[src/rtl/b8_mem_pkg.sv]
`default_nettype none
// +----------------------------------------------------------------------+
// | b8_mem_pkg: opcodes, load widths, store-done code and FSM states.    |
// | Revision: 1.0                                                        |
// +----------------------------------------------------------------------+
package b8_mem_pkg;
    localparam logic [6:0] OP_LOAD  = 7'b0000011;
    localparam logic [6:0] OP_STORE = 7'b0100011;

    localparam logic [2:0] F3_LB  = 3'b000;
    localparam logic [2:0] F3_LH  = 3'b001;
    localparam logic [2:0] F3_LW  = 3'b010;
    localparam logic [2:0] F3_LD  = 3'b011;
    localparam logic [2:0] F3_LBU = 3'b100;
    localparam logic [2:0] F3_LHU = 3'b101;
    localparam logic [2:0] F3_LWU = 3'b110;

    localparam logic [2:0] WRITE_DONE_DEFAULT = 3'b111;

    typedef enum logic [1:0] {
        IDLE  = 2'd0,
        READ  = 2'd1,
        WRITE = 2'd2
    } mem_state_e;
endpackage
`default_nettype wire

[src/rtl/load_align_way1.sv]
`default_nettype none
// +----------------------------------------------------------------------+
// | load_align_way1: shifts RAM data to the byte offset and extends it.  |
// | Revision: 1.0                                                        |
// +----------------------------------------------------------------------+
module load_align_way1
    import b8_mem_pkg::*;
(
    input  logic [63:0] data_i,
    input  logic [2:0]  offset_i,
    input  logic [2:0]  funct3_i,
    output logic [63:0] result_o
);
    logic [63:0] shifted;

    assign shifted = data_i >> {offset_i, 3'b000};

    always_comb begin
        result_o = 64'd0;
        case (funct3_i)
            F3_LB:   result_o = {{56{shifted[7]}},  shifted[7:0]};
            F3_LH:   result_o = {{48{shifted[15]}}, shifted[15:0]};
            F3_LW:   result_o = {{32{shifted[31]}}, shifted[31:0]};
            F3_LD:   result_o = shifted;
            F3_LBU:  result_o = {56'd0, shifted[7:0]};
            F3_LHU:  result_o = {48'd0, shifted[15:0]};
            F3_LWU:  result_o = {32'd0, shifted[31:0]};
            default: result_o = 64'd0;
        endcase
    end
endmodule
`default_nettype wire

[src/rtl/mem_access_way1.sv]
`default_nettype none
// +----------------------------------------------------------------------+
// | mem_access_way1: single-issue load/store stage with writeback reg.   |
// | Optional trace ports under DEBUG_TRACE_EN.  Revision: 1.0            |
// +----------------------------------------------------------------------+
module mem_access_way1
    import b8_mem_pkg::*;
#(
    parameter logic [2:0] WRITE_DONE = WRITE_DONE_DEFAULT
) (
    input  logic        clk,
    input  logic        reset,
    input  logic        valid_i,
    output logic        ready_o,
    input  logic        rdWriteEnable_i,
    input  logic [4:0]  rdAddr_i,
    input  logic [63:0] rdData_i,
    input  logic [1:0]  way1_pID_i,
    input  logic [6:0]  opCode_i,
    input  logic [2:0]  funct3_i,
    input  logic [31:0] readAddr_i,
    input  logic [31:0] writeAddr_i,
    input  logic [63:0] writeData_i,
    input  logic [3:0]  writeMask_i,
`ifdef DEBUG_TRACE_EN
    input  logic [31:0] instAddr_i,
    input  logic [31:0] inst_i,
    output logic [31:0] instAddr_o,
    output logic [31:0] inst_o,
`endif
    output logic        memReadEn_o,
    output logic        memWriteEn_o,
    output logic [31:0] memAddr_o,
    output logic [63:0] memWriteData_o,
    output logic [3:0]  memWriteMask_o,
    input  logic [63:0] memReadData_i,
    input  logic        dataOk_i,
    input  logic [2:0]  writeState_i,
    output logic        valid_o,
    input  logic        ready_i,
    output logic        rdWriteEnable_o,
    output logic [4:0]  rdAddr_o,
    output logic [63:0] rdData_o,
    output logic [1:0]  way1_pID_o
);
    mem_state_e  state_q, state_d;
    logic        accept;
    logic        lat_we_q;
    logic [4:0]  lat_rd_q;
    logic [1:0]  lat_pid_q;
    logic [2:0]  lat_f3_q;
    logic [31:0] lat_addr_q;
    logic [63:0] lat_wdata_q;
    logic [3:0]  lat_wmask_q;
    logic [63:0] load_data;
    logic        cmp_d, cmp_we_d;
    logic [4:0]  cmp_rd_d;
    logic [63:0] cmp_data_d;
    logic [1:0]  cmp_pid_d;
    logic        valid_q, we_q;
    logic [4:0]  rd_q;
    logic [63:0] data_q;
    logic [1:0]  pid_q;

    // Reset also blocks acceptance so nothing sneaks in while it is held.
    assign ready_o = ~reset && (state_q == IDLE) && (~valid_q || ready_i);
    assign accept  = valid_i && ready_o;

    load_align_way1 u_align (
        .data_i   (memReadData_i),
        .offset_i (lat_addr_q[2:0]),
        .funct3_i (lat_f3_q),
        .result_o (load_data)
    );

    always_comb begin
        state_d    = state_q;
        cmp_d      = 1'b0;
        cmp_we_d   = 1'b0;
        cmp_rd_d   = 5'd0;
        cmp_data_d = 64'd0;
        cmp_pid_d  = 2'd0;
        case (state_q)
            IDLE: begin
                if (accept) begin
                    if (opCode_i == OP_LOAD) begin
                        state_d = READ;
                    end else if (opCode_i == OP_STORE) begin
                        state_d = WRITE;
                    end else begin
                        cmp_d      = 1'b1;
                        cmp_we_d   = rdWriteEnable_i;
                        cmp_rd_d   = rdAddr_i;
                        cmp_data_d = rdData_i;
                        cmp_pid_d  = way1_pID_i;
                    end
                end
            end
            READ: begin
                if (dataOk_i) begin
                    state_d    = IDLE;
                    cmp_d      = 1'b1;
                    cmp_we_d   = lat_we_q;
                    cmp_rd_d   = lat_rd_q;
                    cmp_data_d = load_data;
                    cmp_pid_d  = lat_pid_q;
                end
            end
            WRITE: begin
                if (writeState_i == WRITE_DONE) begin
                    state_d   = IDLE;
                    cmp_d     = 1'b1;
                    cmp_rd_d  = lat_rd_q;
                    cmp_pid_d = lat_pid_q;
                end
            end
            default: state_d = IDLE;
        endcase
    end

    always_ff @(posedge clk or posedge reset) begin
        if (reset) begin
            state_q     <= IDLE;
            lat_we_q    <= 1'b0;
            lat_rd_q    <= 5'd0;
            lat_pid_q   <= 2'd0;
            lat_f3_q    <= 3'd0;
            lat_addr_q  <= 32'd0;
            lat_wdata_q <= 64'd0;
            lat_wmask_q <= 4'd0;
            valid_q     <= 1'b0;
            we_q        <= 1'b0;
            rd_q        <= 5'd0;
            data_q      <= 64'd0;
            pid_q       <= 2'd0;
        end else begin
            state_q <= state_d;
            if (accept) begin
                lat_we_q    <= rdWriteEnable_i;
                lat_rd_q    <= rdAddr_i;
                lat_pid_q   <= way1_pID_i;
                lat_f3_q    <= funct3_i;
                lat_addr_q  <= (opCode_i == OP_STORE) ? writeAddr_i : readAddr_i;
                lat_wdata_q <= writeData_i;
                lat_wmask_q <= writeMask_i;
            end
            // A new completion wins over a same-cycle drain.
            if (cmp_d) begin
                valid_q <= 1'b1;
                we_q    <= cmp_we_d;
                rd_q    <= cmp_rd_d;
                data_q  <= cmp_data_d;
                pid_q   <= cmp_pid_d;
            end else if (valid_q && ready_i) begin
                valid_q <= 1'b0;
            end
        end
    end

`ifdef DEBUG_TRACE_EN
    logic [31:0] lat_iaddr_q, lat_inst_q, iaddr_q, inst_q;

    always_ff @(posedge clk or posedge reset) begin
        if (reset) begin
            lat_iaddr_q <= 32'd0;
            lat_inst_q  <= 32'd0;
            iaddr_q     <= 32'd0;
            inst_q      <= 32'd0;
        end else begin
            if (accept) begin
                lat_iaddr_q <= instAddr_i;
                lat_inst_q  <= inst_i;
            end
            if (cmp_d) begin
                iaddr_q <= (state_q == IDLE) ? instAddr_i : lat_iaddr_q;
                inst_q  <= (state_q == IDLE) ? inst_i : lat_inst_q;
            end
        end
    end

    assign instAddr_o = iaddr_q;
    assign inst_o     = inst_q;
`endif

    assign memReadEn_o     = (state_q == READ);
    assign memWriteEn_o    = (state_q == WRITE);
    assign memAddr_o       = (state_q == IDLE) ? 32'd0 : lat_addr_q;
    assign memWriteData_o  = (state_q == WRITE) ? lat_wdata_q : 64'd0;
    assign memWriteMask_o  = (state_q == WRITE) ? lat_wmask_q : 4'd0;
    assign valid_o         = valid_q;
    assign rdWriteEnable_o = we_q;
    assign rdAddr_o        = rd_q;
    assign rdData_o        = data_q;
    assign way1_pID_o      = pid_q;
endmodule
`default_nettype wire

[config.mk]
export PLATFORM = sky130hd
export DESIGN_NAME = mem_access_way1
export DESIGN_NICKNAME = d
export VERILOG_FILES = /design/src/rtl/b8_mem_pkg.sv /design/src/rtl/load_align_way1.sv /design/src/rtl/mem_access_way1.sv
export SDC_FILE = /design/constraint.sdc
export NUM_CORES = 1
export LEC_CHECK = 0
export ABC_CLOCK_PERIOD_IN_PS = 5950
export CAP_MARGIN = 25
export CORE_AREA = 4 4 177 179
export DETAILED_ROUTE_END_ITERATION = 7
export DIE_AREA = 0 0 181 183
export PLACE_DENSITY = 0.71
export SLEW_MARGIN = 20
export SYNTH_ARGS = -nofsm -noshare
export SYNTH_HDL_FRONTEND = slang
export SYNTH_HIERARCHICAL = 1
export SYNTH_SLANG_ARGS = --single-unit
[constraint.sdc]
create_clock -name clk -period 5.95 [get_ports clk]
set_input_delay 1.19 -clock clk [delete_from_list [all_inputs] [get_ports clk]]
set_output_delay 1.19 -clock clk [all_outputs]
set_load 0.05 [all_outputs]
==> out/results.ini <==
[placed_design]
place_congestion = 0.898
dp.cells = 1939
placed_cell_area_um2 = 15600
io_buffer_count = 461
dp_hpwl_um = 32900

[timing]
worstMarginPinSlew_ns = 1.05
final.min_clock_period_ns = 4.25
slew_violations = 0
post-route-period-util = 0.714
setup_viol = 0
final.setup.tns_ns = 0
rsz0062_at_grt = false
fmax_mhz = 235
fin_skew_ns = 0.0183
relSlewSlack = 0.297
hold_viol_final = 0

[logic_synthesis]
avgSynthCellArea_um2 = 9.26
yosysTopAreaCellShare = 0.425
synthDistinctLibCells = 49
synth_edf_count = 0
synthCells = 1181
synth_largest_area_cell = dfrtp_1
synthArstFlopShare = 1.00
yosysWarnings = 6
synth.top_cells.by_area = dfrtp_1, nand2_1, a221o_1
seq_area_frac_synth = 0.425
syn_nets = 1467
yosys-top-cells-count = nand2_1, dfrtp_1, and2_1, and3_1, a221o_1
synthMostInstantiatedCell = nand2_1
synth_ff_type = dfrtp_1
synth_area_um2 = 10900
ys_ff_latch = 186

[final_layout]
layout-drive-gt1-share = 0.0734
final_cell_area_um2 = 16200
area_growth_pct = 48.0
fillers = 2678
nNetsFinal = 1854
stdcell_count = 1975

[grt]
grt_max_degree = 94
use_met2 = 0.448
grt-busiest-layer = met2
globalRouteMet3Util = 0.0966
grt_util_met1 = 0.308
gr-total-overflow = 0
antenna_found_initial = 9
grt_use_total = 0.262
grt_pass1_vias = 11000
grt_pass1_wl_um = 67200

[worst_setup_path]
endpoint_kind = output pin
cp_max_fo = 46
critical_path.startpoint = reset
rr_startpoint = lat_addr_q[1]$_DFFE_PP0N_
critPathRequiredTime_ns = 4.76
start_kind = primary input
cp.arrival_ns = 3.06
critPathKind = in2out

[flow_run]
drv_cap = 0

[floorplan]
ioPinCount = 462
die_w_um = 181
coreArea_um2 = 29600
initial_core_util = 0.370
rows = 63
dieArea_um2 = 33100
fp.dieH_um = 183

[clock_tree]
root_buffer = clkbuf_16
clkSinkCount = 186
ctsHoldBuffers = 0
postCtsSetupBuffers = 0
cts_resized = 0
h-tree-depth = 4
cts_tree = yes
clkTransAtPathRegs_ns = 0.08
cts_buffers = 17
cts_max_path_buffers = 2
clk_latency_ns = 0.44

[power]
ir_drop_mv = 0.173
p_seq_frac = 0.368
power_density_nw_per_um2 = 296
combinationalPowerShare = 0.386
power.leakage_nw = 7.31
switching_share = 0.395
clockPowerShare = 0.246
internal_power_w = 0.00290
net-switching-power_w = 0.00189

[detailed_routing]
drtIter0Drc = 1029
num_vias = 10900
drt_first_pass_iters = 5
vias_per_cell = 5.50
ant_nets = 0
drc_errors = 0
wl_per_cell_um = 23.0
totalWireLength_um = 45500

[min_path]
hold_path.class = reg2reg
hold_start = lat_wdata_q[50]$_DFFE_PP0N_

[status]
outcome = completed

==> registers in the layout, summed over array words and instances, names as in the netlist, 3 cells and up <==
register	flops
rdAddr_o	5
lat_addr_q	32
rdData_o	64
lat_rd_q	5
lat_wdata_q	64
lat_wmask_q	4
lat_f3_q	3
==> logic make-up after synthesis <==
| family | synth area share |
|---|---|
| AND/OR/NAND/NOR | 0.281 |
| AO/OA/AOI/OAI | 0.122 |
| multiplexers | 0.114 |
| buffers and inverters | 0.0575 |
| flip-flops | 0.425 |
==> layout make-up <==
class	instances	area (µm²)	area share
Tap cell	390	488	0.0301
Clock buffer	17	425	0.0263
Sequential cell	186	4660	0.288
Antenna cell	5	12.5	0.000773
Inverter	3	18.8	0.00116
Multi-Input combinational cell	884	5670	0.350
Clock inverter	14	171	0.0106
Timing Repair Buffer	476	4740	0.293
==> per-layer routing <==
metal | part of all wire | up-vias
li1 | - | 4934
met2 | 0.49 | 570
met5 | 0.0015 | -
met3 | 0.11 | 76
met1 | 0.37 | 5273
met4 | 0.031 | 10
==> power by group through the flow <==
stage	Clock, W	Combinational [W]	Sequential [W]
finish	0.00118	0.00185	0.00176
global route	0.00125	0.00196	0.00181
CTS	0.00120	0.00185	0.00176
detailed placement	0	0.00185	0.00178
global placement	0	0.00182	0.00178
floorplan	0	0.000897	0.00205
==> path summary, 6_finish.rpt <==
path	slack [ns]	to	cells after the start
min reg2reg	0.47	lat_wdata_q[50]$_DFFE_PP0N_	2
max	1.70	ready_o	4
max in group asynchronous	3.57	lat_wdata_q[47]$_DFFE_PP0N_	3
min in group asynchronous	1.14	lat_wdata_q[15]$_DFFE_PP0N_	2
max reg2reg	2.46	rdData_o[35]$_DFFE_PP0P_	7
min	0.47	lat_wdata_q[50]$_DFFE_PP0N_	2
==> cells in the final DEF (no fill, tap or decap), types with 6 or more instances in the layout <==
cell	instances
a21oi_1	30
a31oi_1	18
a221o_1	72
nand4_1	34
and3_1	73
a22oi_1	8
buf_4	13
o2bb2ai_1	7
nor2b_1	12
o21ai_1	6
clkdlybuf4s50_1	461
nor2_1	45
mux2_2	11
clkbuf_16	17
dfrtp_1	183
o21ai_0	9
mux4_2	29
mux2i_1	28
and2_1	112
mux2_4	12
nand2_1	328
o211ai_1	8
nand3_1	12
==> worst max-delay path: stages <==
cell and delay, ns:
clkdlybuf4s50_1 0.50, inv_8 0.30, and3_1 0.21, clkdlybuf4s50_1 0.83
==> through the flow <==
stage               power [W]   util  hold slack (ns)  worst slack [ns]
finish                0.00479  0.548            0.468              1.70
global route          0.00502  0.548            0.485              1.61
CTS                   0.00481  0.547            0.473              1.67
detailed placement    0.00363  0.527            0.454              1.67
global placement      0.00359  0.527            0.449              1.68
floorplan             0.00295      -            0.437             0.713
Power figures use the tool's default switching activity.
